**config.mk**
```make
export PLATFORM = sky130hd
export DESIGN_NAME = uart_deframe_flat
export DESIGN_NICKNAME = d
export VERILOG_FILES = /design/src/rtl/uart_deframe_if.sv /design/src/rtl/uart_deframe.sv /design/src/flat_wrapper.sv
export SDC_FILE = /design/constraint.sdc
export NUM_CORES = 1
export LEC_CHECK = 0
export CAP_MARGIN = 10
export CELL_PAD_IN_SITES_DETAIL_PLACEMENT = 2
export CELL_PAD_IN_SITES_GLOBAL_PLACEMENT = 2
export CORE_MARGIN = 1
export CORE_UTILIZATION = 22
export CTS_CLUSTER_SIZE = 30
export DETAILED_ROUTE_END_ITERATION = 8
export GPL_TIMING_DRIVEN = 0
export PLACE_DENSITY = 0.82
export SETUP_SLACK_MARGIN = 0.2
export SYNTH_ARGS = -nofsm -noshare
export SYNTH_HDL_FRONTEND = slang
export SYNTH_SLANG_ARGS = --single-unit
```
**constraint.sdc**
```tcl
create_clock -name clk -period 1.1 [get_ports clk]
set_input_delay 0.11 -clock clk [delete_from_list [all_inputs] [get_ports clk]]
set_output_delay 0.11 -clock clk [all_outputs]
set_load 0.01 [all_outputs]
```
**src/rtl/uart_deframe_if.sv**
```systemverilog
// -----------------------------------------------------------------------------
// uart_deframe_if
// Bundle between the RX shift register (master) and the frame splitter
// (slave). The parallel frame and its valid qualifier flow master -> slave;
// the extracted fields, the done strobe and the error flags flow back.
//
// Signals:
//   data_parll    FRAME_W  parallel frame (bit 0 = start, top bits = stop)
//   recieved_flag 1        frame-valid qualifier
//   raw_data      DATA_BITS extracted data
//   start_bit     1        extracted start bit
//   parity_bit    1        extracted parity bit (0 without parity)
//   stop_bit      1        AND of all stop bits
//   done_flag     1        one-cycle strobe per capture
//   parity_err    1        parity mismatch on captured frame
//   frame_err     1        start bit 1 or any stop bit 0
//   err_count     8        saturating error count (only with DEFRAME_ERR_CNT_EN)
//
// Optional feature macro: DEFRAME_ERR_CNT_EN
// -----------------------------------------------------------------------------
interface uart_deframe_if #(
    parameter int DATA_BITS = 8,
    parameter int PARITY_EN = 1,
    parameter int STOP_BITS = 1
);
    localparam int FRAME_W = 1 + DATA_BITS + PARITY_EN + STOP_BITS;

    logic [FRAME_W-1:0]   data_parll;
    logic                 recieved_flag;
    logic [DATA_BITS-1:0] raw_data;
    logic                 start_bit;
    logic                 parity_bit;
    logic                 stop_bit;
    logic                 done_flag;
    logic                 parity_err;
    logic                 frame_err;
`ifdef DEFRAME_ERR_CNT_EN
    logic [7:0]           err_count;
`endif

    // Producer side: the RX shift register.
    modport master (
        output data_parll,
        output recieved_flag,
        input  raw_data,
        input  start_bit,
        input  parity_bit,
        input  stop_bit,
        input  done_flag,
        input  parity_err,
`ifdef DEFRAME_ERR_CNT_EN
        input  err_count,
`endif
        input  frame_err
    );

    // Consumer side: the frame splitter.
    modport slave (
        input  data_parll,
        input  recieved_flag,
        output raw_data,
        output start_bit,
        output parity_bit,
        output stop_bit,
        output done_flag,
        output parity_err,
`ifdef DEFRAME_ERR_CNT_EN
        output err_count,
`endif
        output frame_err
    );
endinterface

```
**src/rtl/uart_deframe.sv**
```systemverilog
// -----------------------------------------------------------------------------
// uart_deframe
// Receive-side UART frame splitter. Whenever recieved_flag is high at a rising
// clock edge the parallel frame is split into start / data / parity / stop
// fields, parity and framing are checked, and done_flag rises in the next
// cycle. Capture is level-qualified: every qualified cycle is a capture.
// All outputs come straight from registers.
//
// Ports:
//   clk  in   system clock, rising edge
//   rst  in   synchronous active-high reset (wins over recieved_flag)
//   bus  slave modport of uart_deframe_if (frame in, fields/flags out)
//
// Parameters: DATA_BITS (5..9), PARITY_EN (0/1), PARITY_ODD (0/1),
//             STOP_BITS (1/2). The interface must be built with the same
//             DATA_BITS / PARITY_EN / STOP_BITS.
//
// Optional feature macro: DEFRAME_ERR_CNT_EN adds an 8-bit saturating error
// counter (err_count), cleared only by rst.
// -----------------------------------------------------------------------------
module uart_deframe #(
    parameter int DATA_BITS  = 8,
    parameter int PARITY_EN  = 1,
    parameter int PARITY_ODD = 0,
    parameter int STOP_BITS  = 1
) (
    input  logic             clk,
    input  logic             rst,
    uart_deframe_if.slave    bus
);
    localparam int FRAME_W = 1 + DATA_BITS + PARITY_EN + STOP_BITS;

    // ---------------------------------------------------------------------
    // Elaboration-time parameter legality checks
    // ---------------------------------------------------------------------
    generate
        if (DATA_BITS < 5 || DATA_BITS > 9) begin : g_bad_data_bits
            $error("uart_deframe: DATA_BITS must be 5..9");
        end
        if (PARITY_EN != 0 && PARITY_EN != 1) begin : g_bad_parity_en
            $error("uart_deframe: PARITY_EN must be 0 or 1");
        end
        if (PARITY_ODD != 0 && PARITY_ODD != 1) begin : g_bad_parity_odd
            $error("uart_deframe: PARITY_ODD must be 0 or 1");
        end
        if (STOP_BITS != 1 && STOP_BITS != 2) begin : g_bad_stop_bits
            $error("uart_deframe: STOP_BITS must be 1 or 2");
        end
    endgenerate

    // Expected parity bit for a data word: even parity makes the parity bit
    // equal to the XOR of the data, odd parity inverts it.
    function automatic logic parity_expect(input logic [DATA_BITS-1:0] data);
        return (^data) ^ 1'(PARITY_ODD);
    endfunction

    // ---------------------------------------------------------------------
    // Field extraction (combinational, feeds the _d side only)
    // ---------------------------------------------------------------------
    logic [DATA_BITS-1:0] data_field_s;
    logic                 start_field_s;
    logic [STOP_BITS-1:0] stop_field_s;
    logic                 stop_all_s;
    logic                 parity_field_s;
    logic                 parity_err_s;
    logic                 frame_err_s;

    assign start_field_s = bus.data_parll[0];
    assign data_field_s  = bus.data_parll[DATA_BITS:1];
    // Stop bits always occupy the top of the frame regardless of parity.
    assign stop_field_s  = bus.data_parll[FRAME_W-1 -: STOP_BITS];
    assign stop_all_s    = &stop_field_s;
    assign frame_err_s   = start_field_s | ~stop_all_s;

    generate
        if (PARITY_EN != 0) begin : g_parity
            assign parity_field_s = bus.data_parll[DATA_BITS+1];
            assign parity_err_s   = (parity_field_s != parity_expect(data_field_s));
        end else begin : g_no_parity
            // Without a parity bit the outputs are tied low.
            assign parity_field_s = 1'b0;
            assign parity_err_s   = 1'b0;
        end
    endgenerate

    // ---------------------------------------------------------------------
    // Output registers and their next-state values
    // ---------------------------------------------------------------------
    logic [DATA_BITS-1:0] raw_data_d,   raw_data_q;
    logic                 start_bit_d,  start_bit_q;
    logic                 parity_bit_d, parity_bit_q;
    logic                 stop_bit_d,   stop_bit_q;
    logic                 done_flag_d,  done_flag_q;
    logic                 parity_err_d, parity_err_q;
    logic                 frame_err_d,  frame_err_q;

    // Next-state for fields/flags: load on capture, otherwise hold.
    always_comb begin
        raw_data_d   = raw_data_q;
        start_bit_d  = start_bit_q;
        parity_bit_d = parity_bit_q;
        stop_bit_d   = stop_bit_q;
        parity_err_d = parity_err_q;
        frame_err_d  = frame_err_q;
        done_flag_d  = 1'b0;
        if (bus.recieved_flag) begin
            raw_data_d   = data_field_s;
            start_bit_d  = start_field_s;
            parity_bit_d = parity_field_s;
            stop_bit_d   = stop_all_s;
            parity_err_d = parity_err_s;
            frame_err_d  = frame_err_s;
            done_flag_d  = 1'b1;
        end else begin
            done_flag_d  = 1'b0;
        end
    end

    // Field/flag registers; a frame presented while rst is high is dropped.
    always_ff @(posedge clk) begin
        if (rst) begin
            raw_data_q   <= '0;
            start_bit_q  <= 1'b0;
            parity_bit_q <= 1'b0;
            stop_bit_q   <= 1'b1;
            done_flag_q  <= 1'b0;
            parity_err_q <= 1'b0;
            frame_err_q  <= 1'b0;
        end else begin
            raw_data_q   <= raw_data_d;
            start_bit_q  <= start_bit_d;
            parity_bit_q <= parity_bit_d;
            stop_bit_q   <= stop_bit_d;
            done_flag_q  <= done_flag_d;
            parity_err_q <= parity_err_d;
            frame_err_q  <= frame_err_d;
        end
    end

    assign bus.raw_data   = raw_data_q;
    assign bus.start_bit  = start_bit_q;
    assign bus.parity_bit = parity_bit_q;
    assign bus.stop_bit   = stop_bit_q;
    assign bus.done_flag  = done_flag_q;
    assign bus.parity_err = parity_err_q;
    assign bus.frame_err  = frame_err_q;

`ifdef DEFRAME_ERR_CNT_EN
    // ---------------------------------------------------------------------
    // Saturating error counter; counts captures whose computed check fails,
    // so it moves in the same cycle done_flag rises.
    // ---------------------------------------------------------------------
    logic [7:0] err_count_d, err_count_q;

    // Next-state for the error counter: +1 per erroneous capture, stop at 255.
    always_comb begin
        err_count_d = err_count_q;
        if (bus.recieved_flag && (parity_err_s || frame_err_s) && (err_count_q != 8'hFF)) begin
            err_count_d = err_count_q + 8'd1;
        end else begin
            err_count_d = err_count_q;
        end
    end

    // Error counter register, cleared only by rst.
    always_ff @(posedge clk) begin
        if (rst) begin
            err_count_q <= 8'd0;
        end else begin
            err_count_q <= err_count_d;
        end
    end

    assign bus.err_count = err_count_q;
`endif

endmodule

```
**src/flat_wrapper.sv**
```systemverilog
// flat-port wrapper written by rule: the top's interface ports become plain ports
module uart_deframe_flat 
#(
    parameter int DATA_BITS  = 8,
    parameter int PARITY_EN  = 1,
    parameter int PARITY_ODD = 0,
    parameter int STOP_BITS  = 1
)
  (clk, rst, bus_data_parll, bus_recieved_flag, bus_raw_data, bus_start_bit, bus_parity_bit, bus_stop_bit, bus_done_flag, bus_parity_err, bus_frame_err);
  uart_deframe_if #(.DATA_BITS(DATA_BITS), .PARITY_EN(PARITY_EN), .STOP_BITS(STOP_BITS)) bus_i ();
  input  logic clk;
  input  logic rst;
  input wire logic [$bits(bus_i.data_parll)-1:0] bus_data_parll;
  input wire logic [$bits(bus_i.recieved_flag)-1:0] bus_recieved_flag;
  output wire logic [$bits(bus_i.raw_data)-1:0] bus_raw_data;
  output wire logic [$bits(bus_i.start_bit)-1:0] bus_start_bit;
  output wire logic [$bits(bus_i.parity_bit)-1:0] bus_parity_bit;
  output wire logic [$bits(bus_i.stop_bit)-1:0] bus_stop_bit;
  output wire logic [$bits(bus_i.done_flag)-1:0] bus_done_flag;
  output wire logic [$bits(bus_i.parity_err)-1:0] bus_parity_err;
  output wire logic [$bits(bus_i.frame_err)-1:0] bus_frame_err;
  assign bus_i.data_parll = bus_data_parll;
  assign bus_i.recieved_flag = bus_recieved_flag;
  assign bus_raw_data = bus_i.raw_data;
  assign bus_start_bit = bus_i.start_bit;
  assign bus_parity_bit = bus_i.parity_bit;
  assign bus_stop_bit = bus_i.stop_bit;
  assign bus_done_flag = bus_i.done_flag;
  assign bus_parity_err = bus_i.parity_err;
  assign bus_frame_err = bus_i.frame_err;
  uart_deframe #(.DATA_BITS(DATA_BITS), .PARITY_EN(PARITY_EN), .PARITY_ODD(PARITY_ODD), .STOP_BITS(STOP_BITS)) u_core (.clk(clk), .rst(rst), .bus(bus_i));
endmodule
```
==> results of run 1 <==
flip-flops by register name, indices dropped and copies added, names as in the netlist:
register,flops
u_core.bus.raw_data,8
u_core.bus.done_flag,1
u_core.bus.frame_err,1
u_core.bus.parity_bit,1
u_core.bus.parity_err,1
u_core.bus.start_bit,1
u_core.bus.stop_bit,1
synth_stat cells (all sizes together):
master,n,share of area
nand3b,1,0.013
xnor2,3,0.047
o221ai,1,0.016
dfxtp,14,0.50
mux2i,10,0.18
nor2b,2,0.022
xnor3,1,0.040
xor2,2,0.031
a311oi,1,0.016
buf,2,0.018
a211o,1,0.016
clkbuf,1,0.0067
nand2,1,0.0067
nor2,11,0.073
inv,1,0.0067
nand2b,1,0.011
report_power, final:
part	leakage [nW]	total (mW)	switching, mW	internal (mW)
Clock	0.0210	0.361	0.160	0.201
Sequential	0.119	0.564	0.0159	0.548
Combinational	0.274	0.225	0.105	0.120
Total	0.414	1.15	0.282	0.868
cell type report:
| cell class | count | share of cell area |
|---|---|---|
| Multi-Input combinational cell | 35 | 0.334 |
| Tap cell | 28 | 0.0420 |
| Buffer | 3 | 0.0180 |
| Sequential cell | 14 | 0.352 |
| Timing Repair Buffer | 26 | 0.205 |
| Clock buffer | 4 | 0.0435 |
| Inverter | 1 | 0.00450 |
metal layers:
layer,share of wire,vias up,track usage
met5,0,-,0
met4,0,0,0.0132
met3,0.079,0,0.0464
met2,0.50,17,0.200
met1,0.42,223,0.139
li1,-,234,-
cell families after synthesis:
group	after synthesis	share of synthesized area
AND/OR/NAND/NOR	16	0.127
flip-flops	14	0.499
multiplexers	10	0.178
XOR/XNOR	6	0.118
buffers and inverters	4	0.0312
AO/OA/AOI/OAI	3	0.0468
metrics by stage:
stage	setup slack, ps	cells
floorplan	164	53
global placement	-422	107
detailed placement	-447	107
CTS	68.2	111
global route	165	111
finish	201	111
critical path: stages:
cell and delay [ps]:
clkdlybuf4s15_2 200, xnor2_2 140, xnor3_1 380, nand3b_1 110, o221ai_1 100
what timing repair did:
item                                    CTS  global route
pin swaps                                 6             0
endpoints found under the setup margin   25            13
buffers inserted                          0             0
gates resized for setup                  83             5
final timing paths:
| path | start | end | slack [ps] | depth (start not counted) |
|---|---|---|---|---|
| worst min-delay path | bus_data_parll[7] | u_core.bus.raw_data[6]$_SDFFE_PP0P_ | 100 | 3 |
| worst min register to register | u_core.bus.start_bit$_SDFFE_PP0P_ | u_core.bus.start_bit$_SDFFE_PP0P_ | 490 | 2 |
| worst max-delay path | bus_data_parll[2] | u_core.bus.parity_err$_SDFFE_PP0P_ | 200 | 5 |
| worst max register to register | u_core.bus.stop_bit$_SDFFE_PP1P_ | u_core.bus.stop_bit$_SDFFE_PP1P_ | 330 | 2 |
==> results.md, run 1 <==
* FILL cells at 270
* Mean routed wirelength per cell at 12.5 µm
* CTS tree: done
* Rel. slew slack at 0.822
* Pre-antenna DRT Iters at 3
* Critical path class: in -> reg
* GP Congestion at 0.663
* Initial antenna violation count at 0
* Finish-stage setup viols at 0
* Area growth, synth to finish at 48.6%
* Core area at 2320 µm²
* Net Count, Synth at 67
* CTS Buf Count at 3
* Clock sinks at 14
* IO Pins at 28
* Gr usage total at 0.116
* First-pass GRT wire length at 2280 µm
* DR iter-0 viols at 1
* Drt total wl at 1390 µm
* Die Height at 52.5 µm
* Max clock buf depth at 2
* Number of hold buffers added after CTS at 0
* Post-route DRC at 0
* Final core utilization at 0.360
* Hold Vio Cnt, Final at 0
* Initial Util at 0.242
* Synth warn at 0
* Gr ovfl total at 0
* Commonest cells after routing, fill and taps aside: 19 x buf_2, 11 x nor2_1, 11 x dfxtp_2, 10 x mux2i_1
* CP Max Fanout at 2
* Synth Instances at 53
* Max frequency at 1.11 GHz
* Die X at 52.5 µm
* Port bufs at 26
* Synth Register Bits at 14
* Crit path time final at 899 ps
* Via count at 474
* Worst-Margin Slew at 267 ps
* HPWL after DPL at 1030 µm
* CTS Root Cell: clkbuf_4
* Sequential cell area at 294 µm²
* Final critical-path share of the clock period at 0.818
* Clk Latency, worst-skew pair at 270 ps
* VDD IR max at 590 µV
* Hold Path Class: in -> reg
* Syn Area/Cell at 10.6 µm²
* Largest net degree at the start of global routing at 11
* Final antenna-violating net count at 0
* CP Capture Type: register
* Worst-path clk slew at 90 ps
* Final hold slack at 101 ps
* # rows at 17
* CTS H-tree lvls at 1
* Die footprint at 2760 µm²
* Clock Skews at 0 ps
* Via density per instance at 4.27
* Most common cell after layout, fill and taps aside: buf_2
* Vias in the first global route at 515
* Final total power at 1.15 mW
* Setup TNS at 0 ps
* Unrepaired setup endpoints after global routing: true
* Antenna diodes at 0
* CP Launch Type: primary input
* Max-Cap Viols at 0
* Seq/Total Area, Yosys at 0.499
* Multi-input logic area at 279 µm²
* Cell Pwr Density at 1380 nW/µm²
* Placed cell area at 865 µm²
* Share of cells above drive strength 1 at 0.458
* Design area at 835 µm²
* Outcome: completed
* Pleak at 0.414 nW
* Cell area after synthesis at 562 µm²
* Post-synthesis cell type count at 16
* Slew Limit Fails at 0
* Required @ worst endpoint at 1250 ps
* Crit path DAT at 1040 ps
* Nets at 98
Power figures use the tool's default switching activity.
==> run 2: changes to the inputs <==
Settings changed: CORE_UTILIZATION 22 to 19, PLACE_DENSITY 0.82 to 0.76.
Clock period 1.1 ns to 0.8 ns, I/O delays scaled along.
==> run 2 against run 1 <==
Net effect:
- the run now ends with setup timing left
- clock skew stayed put
- worst setup slack worse by 260 ps
- non-clock buffer count increased by 3
- routed wire length increased by 14%
- first-iteration DRC count grew to 3.0 times the previous value
- critical endpoint unchanged
- power increased by 48%
- critical path type unchanged
- clock-buffer cell count stayed put
- register-to-register slack worse by 330 ps
==> results.md, run 2 (synthesis gave the netlist of run 1 again) <==
* Mean routed wirelength per cell at 13.5 µm (+7.7%)
* Gate family responsible for the most delay along the worst path: XOR/XNOR gates
* CTS tree: done
* Violated checks: setup timing
* Max frequency at 1.16 GHz
* CTS Buf Count at 3 (unchanged)
* Post-route DRC at 0 (unchanged)
* CP peak stage delay at 460 ps (+80 ps)
* Share of cells above drive strength 1 at 0.558 (+0.100)
* Slowest-stage cell, CP: xnor3_1
* Register share of total power at 0.461 (-0.029)
* Clock sinks at 14 (unchanged)
* Clock Skews at 0 ps (unchanged)
* Final antenna-violating net count at 0 (unchanged)
* Gr usage total at 0.107 (-0.00919)
* DR iter-0 viols at 3 (+2)
* Number of hold buffers added after CTS at 0 (unchanged)
* Pre-antenna DRT Iters at 2 (-1)
* # rows at 19 (+2)
* Core area at 2780 µm² (+20%)
* Placed cell area at 895 µm² (+3.5%)
* Finish-stage setup viols at 10 (+10)
* Design area at 997 µm² (+19%)
* Reg2Reg Launch Point: u_core.bus.stop_bit$_SDFFE_PP1P_
* Commonest cells after routing, fill and taps aside: 16 x buf_6, 12 x dfxtp_2, 11 x nor2_1, 10 x mux2i_1
* Sequence of cells on the critical path: buf_8, xnor2_2, xnor3_1, nand3b_1, o221ai_2
* Max-Cap Viols at 0 (unchanged)
* Required @ worst endpoint at 960 ps (-290 ps)
* Initial Util at 0.202 (-0.0403)
* Worst-path clk slew at 90 ps (about the same)
* Die Height at 56.4 µm (+7.3%)
* Die footprint at 3180 µm² (+15%)
* CP Capture Type: register
* Drt total wl at 1580 µm (+14%)
* Pleak at 0.470 nW (+14%)
* Min setup slack post-route at -59.6 ps (-260 ps)
* Gr ovfl total at 0 (unchanged)
* Crit path time final at 860 ps
* Buf/Inv on CP at 1 (unchanged)
* Sw Pwr at 0.427 mW (+52%)
* Max reg flops at 8 (unchanged)
* Net Sw Frac at 0.251 (+0.00632)
* Vias in the first global route at 562 (+9.1%)
* GP Congestion at 0.605 (-8.7%)
* Cell Pwr Density at 1710 nW/µm² (+24%)
* Largest net degree at the start of global routing at 11 (unchanged)
* Outcome: finished with violations
* Hold Vio Cnt, Final at 0 (unchanged)
* CTS Root Cell: clkbuf_4
* P_int at 1.27 mW (+47%)
* Antenna diodes at 0 (unchanged)
* Rel. slew slack at 0.841 (+0.0190)
* CP Max Fanout at 2 (unchanged)
* Final critical-path share of the clock period at 1.07
* Critical path class: in -> reg
* Clk Latency, worst-skew pair at 280 ps (about the same)
* CTS H-tree lvls at 1 (unchanged)
* Die X at 56.4 µm (+7.3%)
* IO Pins at 28 (unchanged)
* CP Launch Type: primary input
* Via density per instance at 4.16 (-2.5%)
* Clock share of power at 0.299 (-0.015)
* Nets at 101 (+3.1%)
* HPWL after DPL at 1210 µm (+17%)
* CP startpoint: bus_data_parll[9]
* Max clock buf depth at 2 (unchanged)
* Port bufs at 26 (unchanged)
* Area growth, synth to finish at 77.5%
* Slew Limit Fails at 0 (unchanged)
* Hold path startpoint: bus_data_parll[7]
* Final total power at 1.70 mW (+48%)
* Crit path DAT at 1020 ps (-20 ps)
* VDD IR max at 861 µV (+46%)
* Hold Path Class: in -> reg
* Initial antenna violation count at 0 (unchanged)
* First-pass GRT wire length at 2590 µm (+14%)
* Unrepaired setup endpoints after global routing: true
* Combinational power share at 0.240 (+0.044)
* Worst-Margin Slew at 238 ps (-28.6 ps)
* Via count at 487 (+2.7%)
* Most common cell after layout, fill and taps aside: buf_6
[run 2: area by class of cell]
class                      count  area (µm²)
fill                         313        1780
multi-input combinational     35         303
sequential                    14         295
timing repair buffer          29         283
tap                           31        38.8
buffer                         3        37.5
clock buffer                   4        36.3
inverter                       1        3.75
[run 2: layer usage]
layer	part of all wire	global-route usage	wire length, µm
met1	0.38	0.118	596
met2	0.56	0.202	880
met3	0.065	0.0253	102
met4	0	0.0314	0
met5	0	0	0
[run 2: worst paths after layout]
kind | endpoint | slack (ps) | depth (start not counted)
worst min-delay path | u_core.bus.raw_data[6]$_SDFFE_PP0P_ | 40 | 3
worst min register to register | u_core.bus.frame_err$_SDFFE_PP0P_ | 500 | 2
worst max register to register | u_core.bus.stop_bit$_SDFFE_PP1P_ | 0 | 2
worst max-delay path | u_core.bus.parity_err$_SDFFE_PP0P_ | -60 | 5
[run 2: stage by stage]
stage	setup TNS [ps]	setup WS [ps]	hold WS, ps	std cells	utilization
3_3_place_gp	-7900	-694	360	110	0.322
5_1_grt	-639	-97.4	35.3	117	0.359
3_5_place_dp	-8640	-752	375	110	0.322
6_report	-120	-59.6	36.1	117	0.359
2_1_floorplan	-106	-106	151	53	-
4_1_cts	-282	-45.1	33.6	117	0.350
[run 2: power groups by stage]
stage          Sequential (mW)  Combinational (mW)  Clock, mW
3_3_place_gp             0.787               0.371          0
2_1_floorplan            0.811               0.157          0
6_report                 0.784               0.408      0.509
5_1_grt                  0.791               0.441      0.564
4_1_cts                  0.783               0.396      0.537
3_5_place_dp             0.790               0.386          0
[run 2: repair_timing]
action | in CTS | in global routing
setup endpoints to repair | 28 | 27
pin swaps | 9 | 5
resized for setup | 105 | 11
buffers inserted | 3 | 0
[run 2: worst min-delay path: stages]
cell and delay [ps]:
buf_6 70, mux2i_1 60, nor2_1 70
